==> src/rtl/sc2110_sync_decode_module_pkg.sv <==
// sc2110_sync_pkg: shared constants and types for the SC2110 sync decoder.
//   - sync preamble words and the four sync code words
//   - frame FSM state enum
//   - o_err bit indices
//   - one-hot code hit struct passed from the detector to the top level
package sc2110_sync_pkg;

    localparam logic [11:0] PRE_0 = 12'hFFF;
    localparam logic [11:0] PRE_1 = 12'h000;
    localparam logic [11:0] PRE_2 = 12'h000;

    localparam logic [11:0] CODE_SAV_ACT = 12'h800;
    localparam logic [11:0] CODE_EAV_ACT = 12'h9D0;
    localparam logic [11:0] CODE_SAV_BLK = 12'hAB0;
    localparam logic [11:0] CODE_EAV_BLK = 12'hB60;

    localparam int unsigned ErrSync  = 0;
    localparam int unsigned ErrLine  = 1;
    localparam int unsigned ErrFrame = 2;

    typedef enum logic [1:0] {
        StWaitBlk,
        StBlank,
        StActive,
        StBetween
    } sync_state_e;

    // Exactly one bit is set when a complete sync sequence ends; bad = preamble + non-code.
    typedef struct packed {
        logic sav_act;
        logic eav_act;
        logic sav_blk;
        logic eav_blk;
        logic bad;
    } code_hit_t;

    function automatic logic is_code(logic [11:0] w);
        return (w == CODE_SAV_ACT) || (w == CODE_EAV_ACT) ||
               (w == CODE_SAV_BLK) || (w == CODE_EAV_BLK);
    endfunction

endpackage

==> src/rtl/sc2110_sync_decode_module_if.sv <==
// sc2110_sync_decode_module_if: pixel stream in, framed pixel stream out.
//   i_dvld/i_data            : sample stream from the lane decoder
//   o_data/o_dvld            : active pixels
//   o_line_vld/o_frame_vld   : framing levels
//   o_sof/o_eol/o_err[2:0]   : one-cycle framing and error pulses
// master: the source/sink around the decoder; slave: the decoder itself.
interface sc2110_sync_decode_module_if;

    logic        i_dvld;
    logic [11:0] i_data;
    logic [11:0] o_data;
    logic        o_dvld;
    logic        o_line_vld;
    logic        o_frame_vld;
    logic        o_sof;
    logic        o_eol;
    logic [2:0]  o_err;

    modport master (
        output i_dvld, i_data,
        input  o_data, o_dvld, o_line_vld, o_frame_vld, o_sof, o_eol, o_err
    );

    modport slave (
        input  i_dvld, i_data,
        output o_data, o_dvld, o_line_vld, o_frame_vld, o_sof, o_eol, o_err
    );

endinterface

==> src/rtl/sc2110_sync_detect.sv <==
// sc2110_sync_detect: 3-deep delay line plus preamble/code matcher.
//   i_clk, i_rstn : clock, asynchronous active-low reset
//   dvld_i/data_i : input sample stream; gaps stall the delay line
//   cand_o/cand_vld_o : pixel candidate (oldest delayed sample) shifted out this cycle
//   hit_o         : one-hot code hit, valid in the cycle the code word is sampled
// Outputs are combinational from the current sample; the top level registers them.
module sc2110_sync_detect
    import sc2110_sync_pkg::*;
(
    input  logic        i_clk,
    input  logic        i_rstn,
    input  logic        dvld_i,
    input  logic [11:0] data_i,
    output logic [11:0] cand_o,
    output logic        cand_vld_o,
    output code_hit_t   hit_o
);

    // Index 0 holds the oldest sample.
    logic [2:0][11:0] dly_q, dly_d;
    logic [1:0]       cnt_q, cnt_d;
    logic             pre_match;

    assign pre_match = (cnt_q == 2'd3) && (dly_q[0] == PRE_0) &&
                       (dly_q[1] == PRE_1) && (dly_q[2] == PRE_2);
    assign cand_o    = dly_q[0];

    always_comb begin
        dly_d      = dly_q;
        cnt_d      = cnt_q;
        cand_vld_o = 1'b0;
        hit_o      = '0;
        if (dvld_i) begin
            if (pre_match && is_code(data_i)) begin
                // Preamble and code are swallowed: empty the line, emit nothing.
                cnt_d         = 2'd0;
                hit_o.sav_act = (data_i == CODE_SAV_ACT);
                hit_o.eav_act = (data_i == CODE_EAV_ACT);
                hit_o.sav_blk = (data_i == CODE_SAV_BLK);
                hit_o.eav_blk = (data_i == CODE_EAV_BLK);
            end else begin
                // A broken sequence is flagged but flows through as ordinary pixels.
                hit_o.bad = pre_match;
                dly_d     = {data_i, dly_q[2], dly_q[1]};
                if (cnt_q == 2'd3) begin
                    cand_vld_o = 1'b1;
                end else begin
                    cnt_d = cnt_q + 2'd1;
                end
            end
        end
    end

    always_ff @(posedge i_clk or negedge i_rstn) begin
        if (!i_rstn) begin
            dly_q <= '0;
            cnt_q <= 2'd0;
        end else begin
            dly_q <= dly_d;
            cnt_q <= cnt_d;
        end
    end

endmodule

==> src/rtl/sc2110_sync_decode_module.sv <==
// sc2110_sync_decode_module: strips embedded sync words from the SC2110 pixel
// stream and emits active pixels with line/frame framing.
//   i_clk, i_rstn : pixel clock, asynchronous active-low reset
//   vid_io        : stream interface (slave side), see sc2110_sync_decode_module_if
// Parameters P_H_ACTIVE / P_V_ACTIVE give the expected line length and frame
// height; they only matter when SC2110_FRAME_CHECK_EN is defined, which adds
// per-line pixel and per-frame line counters driving o_err[1] and o_err[2].
// Without the macro those error bits are tied low.
module sc2110_sync_decode_module
    import sc2110_sync_pkg::*;
#(
    parameter int unsigned P_H_ACTIVE = 1920,
    parameter int unsigned P_V_ACTIVE = 1080
) (
    input  logic                              i_clk,
    input  logic                              i_rstn,
    sc2110_sync_decode_module_if.slave        vid_io
);

    logic [11:0] cand;
    logic        cand_vld;
    code_hit_t   hit;

    sc2110_sync_detect u_detect (
        .i_clk      (i_clk),
        .i_rstn     (i_rstn),
        .dvld_i     (vid_io.i_dvld),
        .data_i     (vid_io.i_data),
        .cand_o     (cand),
        .cand_vld_o (cand_vld),
        .hit_o      (hit)
    );

    sync_state_e state_q, state_d;
    logic        sof_arm_q, sof_arm_d;
    logic [11:0] data_q, data_d;
    logic        dvld_q, dvld_d;
    logic        sof_q, sof_d;
    logic        eol_q, eol_d;
    logic [2:0]  err_q, err_d;
    logic        emit;
    logic        err_sync;
    logic        err_len;
    logic        err_height;

    // EAV_BLK inside blanking carries no information for this block.
    logic unused_eav_blk;
    assign unused_eav_blk = hit.eav_blk;

    assign emit = cand_vld && (state_q == StActive);

    always_comb begin
        state_d   = state_q;
        sof_arm_d = sof_arm_q;
        data_d    = data_q;
        dvld_d    = 1'b0;
        sof_d     = 1'b0;
        eol_d     = 1'b0;
        err_sync  = hit.bad;
        if (emit) begin
            dvld_d    = 1'b1;
            data_d    = cand;
            sof_d     = sof_arm_q;
            sof_arm_d = 1'b0;
        end
        case (state_q)
            StWaitBlk: begin
                if (hit.sav_blk) state_d = StBlank;
                if (hit.eav_act) err_sync = 1'b1;
            end
            StBlank: begin
                if (hit.sav_act) begin
                    state_d   = StActive;
                    sof_arm_d = 1'b1;
                end
                if (hit.eav_act) err_sync = 1'b1;
            end
            StActive: begin
                if (hit.eav_act) begin
                    state_d = StBetween;
                    eol_d   = 1'b1;
                end
                // Missing EAV: stay in the line, the pixel counter restarts.
                if (hit.sav_act) err_sync = 1'b1;
            end
            StBetween: begin
                if (hit.sav_act) state_d = StActive;
                if (hit.sav_blk) state_d = StBlank;
                if (hit.eav_act) err_sync = 1'b1;
            end
            default: state_d = StWaitBlk;
        endcase
    end

`ifdef SC2110_FRAME_CHECK_EN
    logic [11:0] pix_cnt_q, pix_cnt_d;
    logic [10:0] line_cnt_q, line_cnt_d;
    logic        line_start, frame_start, line_end, frame_end;

    assign line_start  = hit.sav_act && (state_q != StWaitBlk);
    assign frame_start = hit.sav_act && (state_q == StBlank);
    assign line_end    = hit.eav_act && (state_q == StActive);
    assign frame_end   = hit.sav_blk && (state_q == StBetween);

    always_comb begin
        pix_cnt_d  = pix_cnt_q;
        line_cnt_d = line_cnt_q;
        if (line_start) begin
            pix_cnt_d = '0;
        end else if (emit && (pix_cnt_q != '1)) begin
            pix_cnt_d = pix_cnt_q + 12'd1;
        end
        if (frame_start) begin
            line_cnt_d = '0;
        end else if (line_end && (line_cnt_q != '1)) begin
            line_cnt_d = line_cnt_q + 11'd1;
        end
    end

    always_ff @(posedge i_clk or negedge i_rstn) begin
        if (!i_rstn) begin
            pix_cnt_q  <= '0;
            line_cnt_q <= '0;
        end else begin
            pix_cnt_q  <= pix_cnt_d;
            line_cnt_q <= line_cnt_d;
        end
    end

    assign err_len    = line_end && (pix_cnt_q != 12'(P_H_ACTIVE));
    assign err_height = frame_end && (line_cnt_q != 11'(P_V_ACTIVE));
`else
    logic unused_dims;
    assign unused_dims = ^{P_H_ACTIVE, P_V_ACTIVE};
    assign err_len     = 1'b0;
    assign err_height  = 1'b0;
`endif

    always_comb begin
        err_d           = '0;
        err_d[ErrSync]  = err_sync;
        err_d[ErrLine]  = err_len;
        err_d[ErrFrame] = err_height;
    end

    always_ff @(posedge i_clk or negedge i_rstn) begin
        if (!i_rstn) begin
            state_q   <= StWaitBlk;
            sof_arm_q <= 1'b0;
            data_q    <= '0;
            dvld_q    <= 1'b0;
            sof_q     <= 1'b0;
            eol_q     <= 1'b0;
            err_q     <= '0;
        end else begin
            state_q   <= state_d;
            sof_arm_q <= sof_arm_d;
            data_q    <= data_d;
            dvld_q    <= dvld_d;
            sof_q     <= sof_d;
            eol_q     <= eol_d;
            err_q     <= err_d;
        end
    end

    assign vid_io.o_data      = data_q;
    assign vid_io.o_dvld      = dvld_q;
    assign vid_io.o_line_vld  = (state_q == StActive);
    assign vid_io.o_frame_vld = (state_q == StActive) || (state_q == StBetween);
    assign vid_io.o_sof       = sof_q;
    assign vid_io.o_eol       = eol_q;
    assign vid_io.o_err       = err_q;

endmodule

==> src/flat_wrapper.sv <==
// flat-port wrapper written by rule: the top's interface ports become plain ports
module sc2110_sync_decode_module_flat import sc2110_sync_pkg::*;
#(
    parameter int unsigned P_H_ACTIVE = 1920,
    parameter int unsigned P_V_ACTIVE = 1080
)
  (i_clk, i_rstn, vid_io_i_dvld, vid_io_i_data, vid_io_o_data, vid_io_o_dvld, vid_io_o_line_vld, vid_io_o_frame_vld, vid_io_o_sof, vid_io_o_eol, vid_io_o_err);
  sc2110_sync_decode_module_if vid_io_i ();
  input  logic i_clk;
  input  logic i_rstn;
  input wire logic [$bits(vid_io_i.i_dvld)-1:0] vid_io_i_dvld;
  input wire logic [$bits(vid_io_i.i_data)-1:0] vid_io_i_data;
  output wire logic [$bits(vid_io_i.o_data)-1:0] vid_io_o_data;
  output wire logic [$bits(vid_io_i.o_dvld)-1:0] vid_io_o_dvld;
  output wire logic [$bits(vid_io_i.o_line_vld)-1:0] vid_io_o_line_vld;
  output wire logic [$bits(vid_io_i.o_frame_vld)-1:0] vid_io_o_frame_vld;
  output wire logic [$bits(vid_io_i.o_sof)-1:0] vid_io_o_sof;
  output wire logic [$bits(vid_io_i.o_eol)-1:0] vid_io_o_eol;
  output wire logic [$bits(vid_io_i.o_err)-1:0] vid_io_o_err;
  assign vid_io_i.i_dvld = vid_io_i_dvld;
  assign vid_io_i.i_data = vid_io_i_data;
  assign vid_io_o_data = vid_io_i.o_data;
  assign vid_io_o_dvld = vid_io_i.o_dvld;
  assign vid_io_o_line_vld = vid_io_i.o_line_vld;
  assign vid_io_o_frame_vld = vid_io_i.o_frame_vld;
  assign vid_io_o_sof = vid_io_i.o_sof;
  assign vid_io_o_eol = vid_io_i.o_eol;
  assign vid_io_o_err = vid_io_i.o_err;
  sc2110_sync_decode_module #(.P_H_ACTIVE(P_H_ACTIVE), .P_V_ACTIVE(P_V_ACTIVE)) u_core (.i_clk(i_clk), .i_rstn(i_rstn), .vid_io(vid_io_i));
endmodule
==> config.mk <==
export PLATFORM = sky130hd
export DESIGN_NAME = sc2110_sync_decode_module_flat
export DESIGN_NICKNAME = d
export VERILOG_FILES = /design/src/rtl/sc2110_sync_decode_module_pkg.sv /design/src/rtl/sc2110_sync_decode_module_if.sv /design/src/rtl/sc2110_sync_detect.sv /design/src/rtl/sc2110_sync_decode_module.sv /design/src/flat_wrapper.sv
export SDC_FILE = /design/constraint.sdc
export NUM_CORES = 1
export LEC_CHECK = 0
export BUFFER_PORTS_ARGS = -buffer_cell sky130_fd_sc_hd__buf_2
export CORE_MARGIN = 2
export CORE_UTILIZATION = 45
export CTS_CLUSTER_SIZE = 25
export DETAILED_ROUTE_END_ITERATION = 8
export PLACE_DENSITY = 0.72
export REMOVE_ABC_BUFFERS = 1
export SLEW_MARGIN = 20
export SYNTH_ARGS = -nofsm -noshare
export SYNTH_HDL_FRONTEND = slang
export SYNTH_SLANG_ARGS = --single-unit
==> constraint.sdc <==
create_clock -name i_clk -period 5.5 [get_ports i_clk]
set_clock_uncertainty 0.2 [all_clocks]
set_input_delay 0.55 -clock i_clk [delete_from_list [all_inputs] [get_ports i_clk]]
set_output_delay 0.55 -clock i_clk [all_outputs]
set_load 0.01 [all_outputs]
==> results_dict.tcl, run 1 <==
set metrics [dict create \
    outcome "completed" \
    r2r_setup_slack_ns 2.13 \
    hpwl_um 3060 \
    relSlewSlack_pct 33.3 \
    placed_area_um2 2600 \
    ir_drop_mv 0.285 \
    ys_ff_latch 57 \
    synth_area_um2 2410 \
    fin_ws_ns 2.13 \
    yosysWarnings 0 \
    fp.dieW_um 77.2 \
    synth_top_area_share_pct 59.1 \
    grt_pass1_wl_um 7860 \
    wl_met1_um 2100 \
    power_frac_comb_pct 9.0 \
    cts_max_path_buffers 2 \
    cts.clk_slew.worst_paths_ns 0.06 \
    cts_buffers 9 \
    clock_sinks 57 \
    synth-seq-area-share_pct 59.1 \
    worstHoldPathType "primary input to async pin" \
    nets 225 \
    grt_usage_pct 17.4 \
    postCtsSetupBuffers 0 \
    n_fill_cell 453 \
    htreeDepth 3 \
    cp-end-kind "register" \
    dr.pass1.iters 4 \
    synth_cells 174 \
    start_util_pct 46.9 \
    start_kind "register" \
    layout_common_cells "57 x dfrtp_1, 47 x mux2_2, 32 x buf_2, 10 x clkbuf_8" \
    fin_setup_tns_ns 0 \
    ant_nets 0 \
    routed.top_layer "met4" \
    fin_crit_ns 3.37 \
    power_frac_clock_pct 44.0 \
    dp_worst_setup_slack_ns 2.16 \
    synth_cell_types 35 \
    dieArea_um2 5960 \
    slew_violations 0 \
    p_seq_share_pct 47.0 \
    port_buffers 32 \
    grt_max_degree 58 \
    p_sw_share_pct 22.8 \
    core-area_um2 5140 \
    power.switching_uw 246 \
    final_area_um2 2840 \
    cp_max_fo 19 \
    postCtsHoldBufs 0 \
    maxCapViolations 0 \
    final_core_util_pct 55.3 \
    r2r-end "u_core.u_detect.cand_o[9]" \
    place_congestion 0.826 \
    p_leak_nw 1.30 \
    row_count 26 \
    dr_wl_met2_um 2170 \
    drive_gt1_share_pct 46.3 \
    drt-wirelength-per-cell_um 16.1 \
    drt-initial-drc-count 72 \
    grt_pass1_vias 1581 \
    drc 0 \
    final_common_cell "dfrtp_1" \
    num_antenna_cells 0 \
    reg2reg_from "u_core.u_detect.dly_q[27]" \
    cts_resized 0 \
    antenna_found_initial 0 \
    timing_worst_slew_pin_value_ns 1.00 \
    setup_violations 0 \
    timing.final.crit_share_pct 61.4 \
    total_power_mw 1.08 \
    multi_input_area_um2 907 \
    rsz0062_at_grt "no" \
    insertion_delay_ns 0.34 \
    pin_count 35 \
    hold_viol 0 \
    cts_tree "yes" \
    vias_per_cell 5.39 \
    fmax_mhz 296 \
    clockRootBuffer "clkbuf_8" \
    wl_met3_um 200 \
    rr_worst_depth 5 \
    required_ns 5.52 \
    finalWirelength_um 4560 \
    synth.area.top_cells "dfrtp_1 59%, mux2_2 22%, nand4_1 1.6%" \
    arrival_ns 3.39 \
    p_per_area_nw_per_um2 379 \
    path_class "register to register" \
    synth.avg_cell_area_um2 13.9 \
    dieHeight_um 77.2 \
    overflow 0 \
    intPower_uw 831 \
    vias 1531 \
    yosys.area.top_type "dfrtp_1" \
    register_area_um2 1430 \
    area_delta_synth_final_pct 17.9 \
]
-- synthesized netlist by cell type --
library cell and instances:
and3_1 1, o211ai_1 2, o31ai_1 2, mux2_2 47, nand4b_1 1, o31a_2 1
a21oi_1 3, or4_1 3, o2111ai_1 1, nand3_1 3, and4_1 1, o21ai_2 1
nor2b_1 1, nor4b_1 1, nor4bb_1 1, o21a_1 1, o32ai_1 1, dfrtp_1 57
o21ba_2 1, a22o_1 2, nand3b_1 1, buf_4 3, nand4_1 6, a31oi_1 1
and2_1 1, conb_1 1, clkbuf_1 4, nand2_1 5, nor2_1 4, nor4_1 6
nor3_1 3, ha_1 1, buf_6 3, inv_1 3, or3_4 1
-- metrics by stage --
stage / cells / hold WS, ns
after floorplan: 165 / 0.0544
after global routing: 284 / 0.222
after global placement: 268 / 0.266
final: 284 / 0.144
after detailed placement: 268 / 0.265
after CTS: 284 / 0.159
-- worst max path at each step --
stage	endpoint	depth (start not counted)	start	slack, ns
5_1_grt	u_core.u_detect.dly_q[28]	5	u_core.u_detect.dly_q[27]	2.00
6_report	u_core.u_detect.cand_o[9]	5	u_core.u_detect.dly_q[27]	2.13
3_5_place_dp	u_core.u_detect.dly_q[28]	5	u_core.u_detect.dly_q[27]	2.16
2_1_floorplan	u_core.u_detect.cand_o[0]	5	u_core.u_detect.dly_q[27]	2.48
4_1_cts	u_core.u_detect.dly_q[28]	5	u_core.u_detect.dly_q[27]	2.12
3_3_place_gp	u_core.u_detect.cand_o[8]	5	u_core.u_detect.dly_q[27]	2.21
-- routing by layer --
layer,GRT usage [%],up-vias
li1,-,717
met1,22.8,775
met2,25.7,30
met3,6.35,9
met4,7.86,0
met5,0,-
-- power groups by stage --
stage	logic, mW	clock network [mW]	registers, mW
after global placement	0.0945	0	0.512
after floorplan	0.0682	0	0.498
after detailed placement	0.0974	0	0.513
after global routing	0.108	0.505	0.512
after CTS	0.0985	0.483	0.506
final	0.0965	0.474	0.506
-- area by class of cell --
class                      instances  area share [%]
tap                               70            3.08
timing repair buffer              33            5.90
clock buffer                      11            4.97
sequential                        57            50.2
inverter                           3           0.396
clock inverter                     5            3.61
multi-input combinational        105            31.9
-- state kept, by name (all words and copies together) (netlist names) --
register,count
u_core.sof_arm_q,1
u_core.state_q,2
u_core.u_detect.cand_o,12
u_core.u_detect.cnt_q,2
u_core.u_detect.dly_q,24
u_core.vid_io.o_data,12
u_core.vid_io.o_dvld,1
u_core.vid_io.o_eol,1
u_core.vid_io.o_err,1
u_core.vid_io.o_sof,1
-- worst max-delay path, stage by stage (launching register included) --
cell	delay [ns]
dfrtp_1	0.40
or4_1	0.51
or4_1	0.51
or3_4	0.42
o21ai_2	0.79
mux2_2	0.42
-- logic make-up (layout without fill, tap and decap cells) --
kind of cell,count (synthesis),count (layout),share of synthesized area [%]
adders and majority gates,1,1,0.519
other,1,2,0.155
and+or+nand+nor,39,39,9.75
AOI/OAI and AO/OA,16,16,5.08
DFF,57,57,59.1
buffers and inverters,13,52,3.42
muxes,47,47,21.9
Note: power is estimated with default switching activity, not from simulation.
==> run 2: changes to the inputs <==
==> constraint.sdc (replaced) <==
create_clock -name i_clk -period 3.2 [get_ports i_clk]
set_clock_uncertainty 0.2 [all_clocks]
set_input_delay 0.32 -clock i_clk [delete_from_list [all_inputs] [get_ports i_clk]]
set_output_delay 0.32 -clock i_clk [all_outputs]
set_load 0.01 [all_outputs]
==> results_dict.tcl, run 2 (same netlist as run 1, synthesis figures left out) <==
set metrics [dict create \
    fmax_mhz 337 \
    postCtsSetupBuffers 0 \
    p_per_area_nw_per_um2 577 \
    drive_gt1_share_pct 46.8 \
    hold_slack_ns 0.0379 \
    cts_max_path_buffers 2 \
    outcome "completed" \
    num_antenna_cells 0 \
    fin_crit_ns 2.96 \
    htreeDepth 3 \
    antenna_found_initial 0 \
    cts.clk_slew.worst_paths_ns 0.06 \
    fin_setup_tns_ns 0 \
    hold_viol 0 \
    relSlewSlack_pct 50.8 \
    path_class "register to register" \
    timing.final.crit_share_pct 92.6 \
    start_util_pct 46.9 \
    port_buffers 32 \
    worstHoldPathType "primary input to register" \
    hpwl_um 3230 \
    area_delta_synth_final_pct 16.1 \
    required_ns 3.22 \
    cts_tree "yes" \
    ant_nets 0 \
    slew_violations 0 \
    largest_register_ffs 24 \
    arrival_ns 2.98 \
    cp_max_fo 16 \
    layout_common_cells "57 x dfrtp_1, 47 x mux2_2, 32 x buf_2, 10 x clkbuf_8" \
    dieArea_um2 5960 \
    cts_resized 0 \
    setup_violations 0 \
    vias 1560 \
    grt_max_degree 32 \
    grt_usage_pct 16.5 \
    cts_buffers 9 \
    rsz0062_at_grt "no" \
    regMostFlops "u_core.u_detect.dly_q" \
    fp.dieW_um 77.2 \
    timing_worst_slew_pin_value_ns 0.728 \
    pin_count 35 \
    clock_sinks 57 \
    overflow 0 \
    hold_depth 2 \
    row_count 26 \
    vias_per_cell 5.45 \
    clockRootBuffer "clkbuf_8" \
    maxCapViolations 0 \
    final_common_cell "dfrtp_1" \
    place_congestion 0.813 \
    ir_drop_mv 0.317 \
    core-area_um2 5140 \
    dieHeight_um 77.2 \
    dr.pass1.iters 4 \
    finalWirelength_um 4520 \
    nets 227 \
    grt_pass1_vias 1492 \
    drt-initial-drc-count 85 \
    start_kind "register" \
    rr_worst_depth 6 \
    insertion_delay_ns 0.33 \
    drt-wirelength-per-cell_um 15.8 \
    cp-end-kind "register" \
    p_leak_nw 1.29 \
    drc 0 \
    grt_pass1_wl_um 7420 \
]
==> run 2: cell count changes in the layout (fill, tap and decap cells not counted) <==
cell,delta
clkinv_2,+4
dlygate4sd3_1,+1
buf_12,+1
bufinv_16,-3
clkbuf_1,-1
clkinvlp_4,-1
clkinv_4,+1
==> run 2: layer usage <==
layer,vias to the layer above,global-route usage [%],share of wire [%]
li1,721,-,-
met1,796,21.7,45
met2,35,24.6,48
met3,8,6.35,4.9
met4,0,6.96,1.7
met5,-,0,0
==> run 2: what timing repair did <==
| item | CTS | global route |
|---|---|---|
| setup endpoints to repair | 0 | 0 |
| hold endpoints to repair | 26 | 0 |
| hold buffers | 1 | 0 |
==> run 2: final cells by class <==
type	instances	area (um^2)
Clock buffer	10	138
Clock inverter	6	33.8
Fill cell	454	2340
Inverter	3	11.3
Multi-Input combinational cell	105	907
Sequential cell	57	1430
Tap cell	70	87.6
Timing Repair Buffer	35	198
==> run 2: worst paths after layout <==
check                                     startpoint                        end  slack, ns
setup / recovery           u_core.u_detect.dly_q[27]  u_core.u_detect.cand_o[8]       0.24
min in group asynchronous                     i_rstn    u_core.vid_io.o_data[8]       0.31
hold reg to reg              u_core.vid_io.o_data[7]    u_core.vid_io.o_data[7]       0.30
setup reg to reg           u_core.u_detect.dly_q[27]  u_core.u_detect.cand_o[8]       0.24
hold / removal                     vid_io_i_data[11]  u_core.u_detect.dly_q[35]       0.04
max in group asynchronous                     i_rstn          u_core.state_q[1]       1.69
==> run 2: critical path, stage by stage, from the launching register on <==
cell,delay [ns]
dfrtp_1,0.39
or4_1,0.50
or4_1,0.51
or3_4,0.41
o21ai_2,0.28
buf_12,0.20
mux2_2,0.34
==> run 2: metrics by stage <==
| stage | area (um^2) | util (%) | instances | setup slack, ns | power (mW) |
|---|---|---|---|---|---|
| 2_1_floorplan | 2340 | - | 165 | 0.183 | 0.973 |
| 3_3_place_gp | 2620 | 51.0 | 269 | 0.309 | 1.04 |
| 3_5_place_dp | 2620 | 51.0 | 269 | 0.243 | 1.05 |
| 4_1_cts | 2800 | 54.5 | 286 | 0.227 | 1.63 |
| 5_1_grt | 2800 | 54.5 | 286 | 0.142 | 1.70 |
| 6_report | 2800 | 54.5 | 286 | 0.235 | 1.62 |
==> run 2: power breakdown <==
part	switching (mW)	total, mW	leakage, nW	internal (mW)
combinational	0.0769	0.171	0.492	0.0940
sequential	0.0694	0.871	0.702	0.801
clock	0.280	0.575	0.0956	0.295
total	0.426	1.62	1.29	1.19
==> run 3: changes to the inputs <==
--- a/config.mk
+++ b/config.mk
@@ -6,7 +6,7 @@
 export NUM_CORES = 1
 export LEC_CHECK = 0
 export BUFFER_PORTS_ARGS = -buffer_cell sky130_fd_sc_hd__buf_2
-export CORE_MARGIN = 2
+export CORE_MARGIN = 5
 export CORE_UTILIZATION = 45
 export CTS_CLUSTER_SIZE = 25
 export DETAILED_ROUTE_END_ITERATION = 8
==> results_dict.tcl, run 3 (same netlist as run 1, synthesis figures left out) <==
set metrics [dict create \
    hp-start "vid_io_i_data[2]" \
    num_antenna_cells 0 \
    dieHeight_um 83.2 \
    largest_register_ffs 24 \
    hpwl_um 3400 \
    r2r-end "u_core.u_detect.cand_o[11]" \
    cts_buffers 9 \
    intPower_mw 1.32 \
    core-area_um2 5170 \
    clock_sinks 57 \
    reg2reg_from "u_core.u_detect.dly_q[27]" \
    cts_tree "yes" \
    port_buffers 32 \
    area_delta_synth_final_pct 18.0 \
    path_class "register to register" \
    fin_setup_tns_ns 0 \
    setup_violations 0 \
    p_sw_share_pct 23.6 \
    fmax_mhz 350 \
    power.switching_uw 407 \
    timing.final.crit_share_pct 89.3 \
    grt_pass1_vias 1649 \
    power_frac_clock_pct 39.6 \
    vias 1576 \
    overflow 0 \
    timing_worst_slew_pin_value_ns 0.515 \
    nets 230 \
    cts_resized 0 \
    hold_slack_ns 0.0338 \
    cts_max_path_buffers 2 \
    grt_usage_pct 14.9 \
    cts.clk_slew.worst_paths_ns 0.06 \
    p_leak_nw 1.31 \
    grt_max_degree 43 \
    r2r_setup_slack_ns 0.34 \
    hold_depth 2 \
    final_common_cell "dfrtp_1" \
    layout_common_cells "57 x dfrtp_1, 47 x mux2_2, 32 x buf_2, 12 x clkbuf_8" \
    relSlewSlack_pct 65.4 \
    power_frac_comb_pct 9.9 \
    drt-initial-drc-count 90 \
    drive_gt1_share_pct 46.6 \
    min_to "u_core.u_detect.dly_q[26]" \
    drc 0 \
    outcome "completed" \
    hold_viol 0 \
    regMostFlops "u_core.u_detect.dly_q" \
    start_kind "register" \
    arrival_ns 2.87 \
    fp.dieW_um 83.2 \
    finalWirelength_um 4690 \
    antenna_found_initial 0 \
    fin_crit_ns 2.86 \
    dr.pass1.iters 4 \
    slew_violations 0 \
    start_util_pct 46.6 \
    cp_max_fo 12 \
    htreeDepth 3 \
    drt-wirelength-per-cell_um 16.2 \
    vias_per_cell 5.45 \
    ir_drop_mv 0.207 \
    clockRootBuffer "clkbuf_8" \
    insertion_delay_ns 0.33 \
    pin_count 35 \
    cp-end-kind "register" \
    maxCapViolations 0 \
    final_core_util_pct 55.1 \
    worstHoldPathType "primary input to register" \
    rsz0062_at_grt "no" \
    required_ns 3.21 \
    rr_worst_depth 6 \
    ant_nets 0 \
    p_seq_share_pct 50.5 \
    row_count 26 \
    place_congestion 0.787 \
    dieArea_um2 6920 \
    p_per_area_nw_per_um2 606 \
    grt_pass1_wl_um 8090 \
]
[run 3: worst max-delay path: stages (launching register included)]
cell and delay, ns:
dfrtp_1 0.39, or4_1 0.52, or4_1 0.52, or3_4 0.41
o21ai_2 0.15, buf_4 0.20, mux2_2 0.35
[run 3: cell type report]
cell class,instances,area (um^2)
inverter,3,11.3
clock inverter,2,35.0
clock buffer,14,173
tap,70,87.6
timing repair buffer,38,208
multi-input combinational,105,907
fill,417,2320
sequential,57,1430
[run 3: per-layer routing]
metal / part of all wire (%) / wire [um] / GRT usage (%)
met5: 0 / 0 / 0
met4: 2.6 / 121 / 8.02
met3: 5.3 / 251 / 3.96
met2: 46 / 2140 / 21.9
met1: 46 / 2180 / 20.0
[run 3: what timing repair did]
| action | CTS | global route |
|---|---|---|
| endpoints found under the hold margin | 15 | 0 |
| hold buffers | 1 | 0 |
| buffers inserted | 0 | 0 |
[run 3: how the worst max path moves through the flow]
stage,endpoint,cells after the start,slack (ns),startpoint
floorplan,u_core.u_detect.cand_o[0],5,0.18,u_core.u_detect.dly_q[27]
global placement,u_core.vid_io.o_data[11],5,0.40,u_core.u_detect.dly_q[27]
detailed placement,u_core.u_detect.cand_o[2],6,0.36,u_core.u_detect.dly_q[27]
CTS,u_core.u_detect.cand_o[2],6,0.34,u_core.u_detect.dly_q[27]
global route,u_core.u_detect.cand_o[11],6,0.24,u_core.u_detect.dly_q[27]
finish,u_core.u_detect.cand_o[11],6,0.34,u_core.u_detect.dly_q[27]
[run 3: power by group through the flow]
stage	combinational (mW)	clock (mW)	sequential (mW)
after global placement	0.164	0	0.881
after global routing	0.193	0.734	0.881
final	0.171	0.684	0.871
after CTS	0.173	0.703	0.871
after floorplan	0.117	0	0.856
after detailed placement	0.171	0	0.884
[run 3: metrics by stage]
stage          std cells  power [mW]  setup WS (ns)  area [um^2]
6_report             289        1.73          0.342         2850
5_1_grt              289        1.81          0.235         2850
4_1_cts              289        1.75          0.340         2850
3_5_place_dp         272        1.06          0.358         2630
3_3_place_gp         272        1.05          0.397         2630
2_1_floorplan        165       0.973          0.183         2340
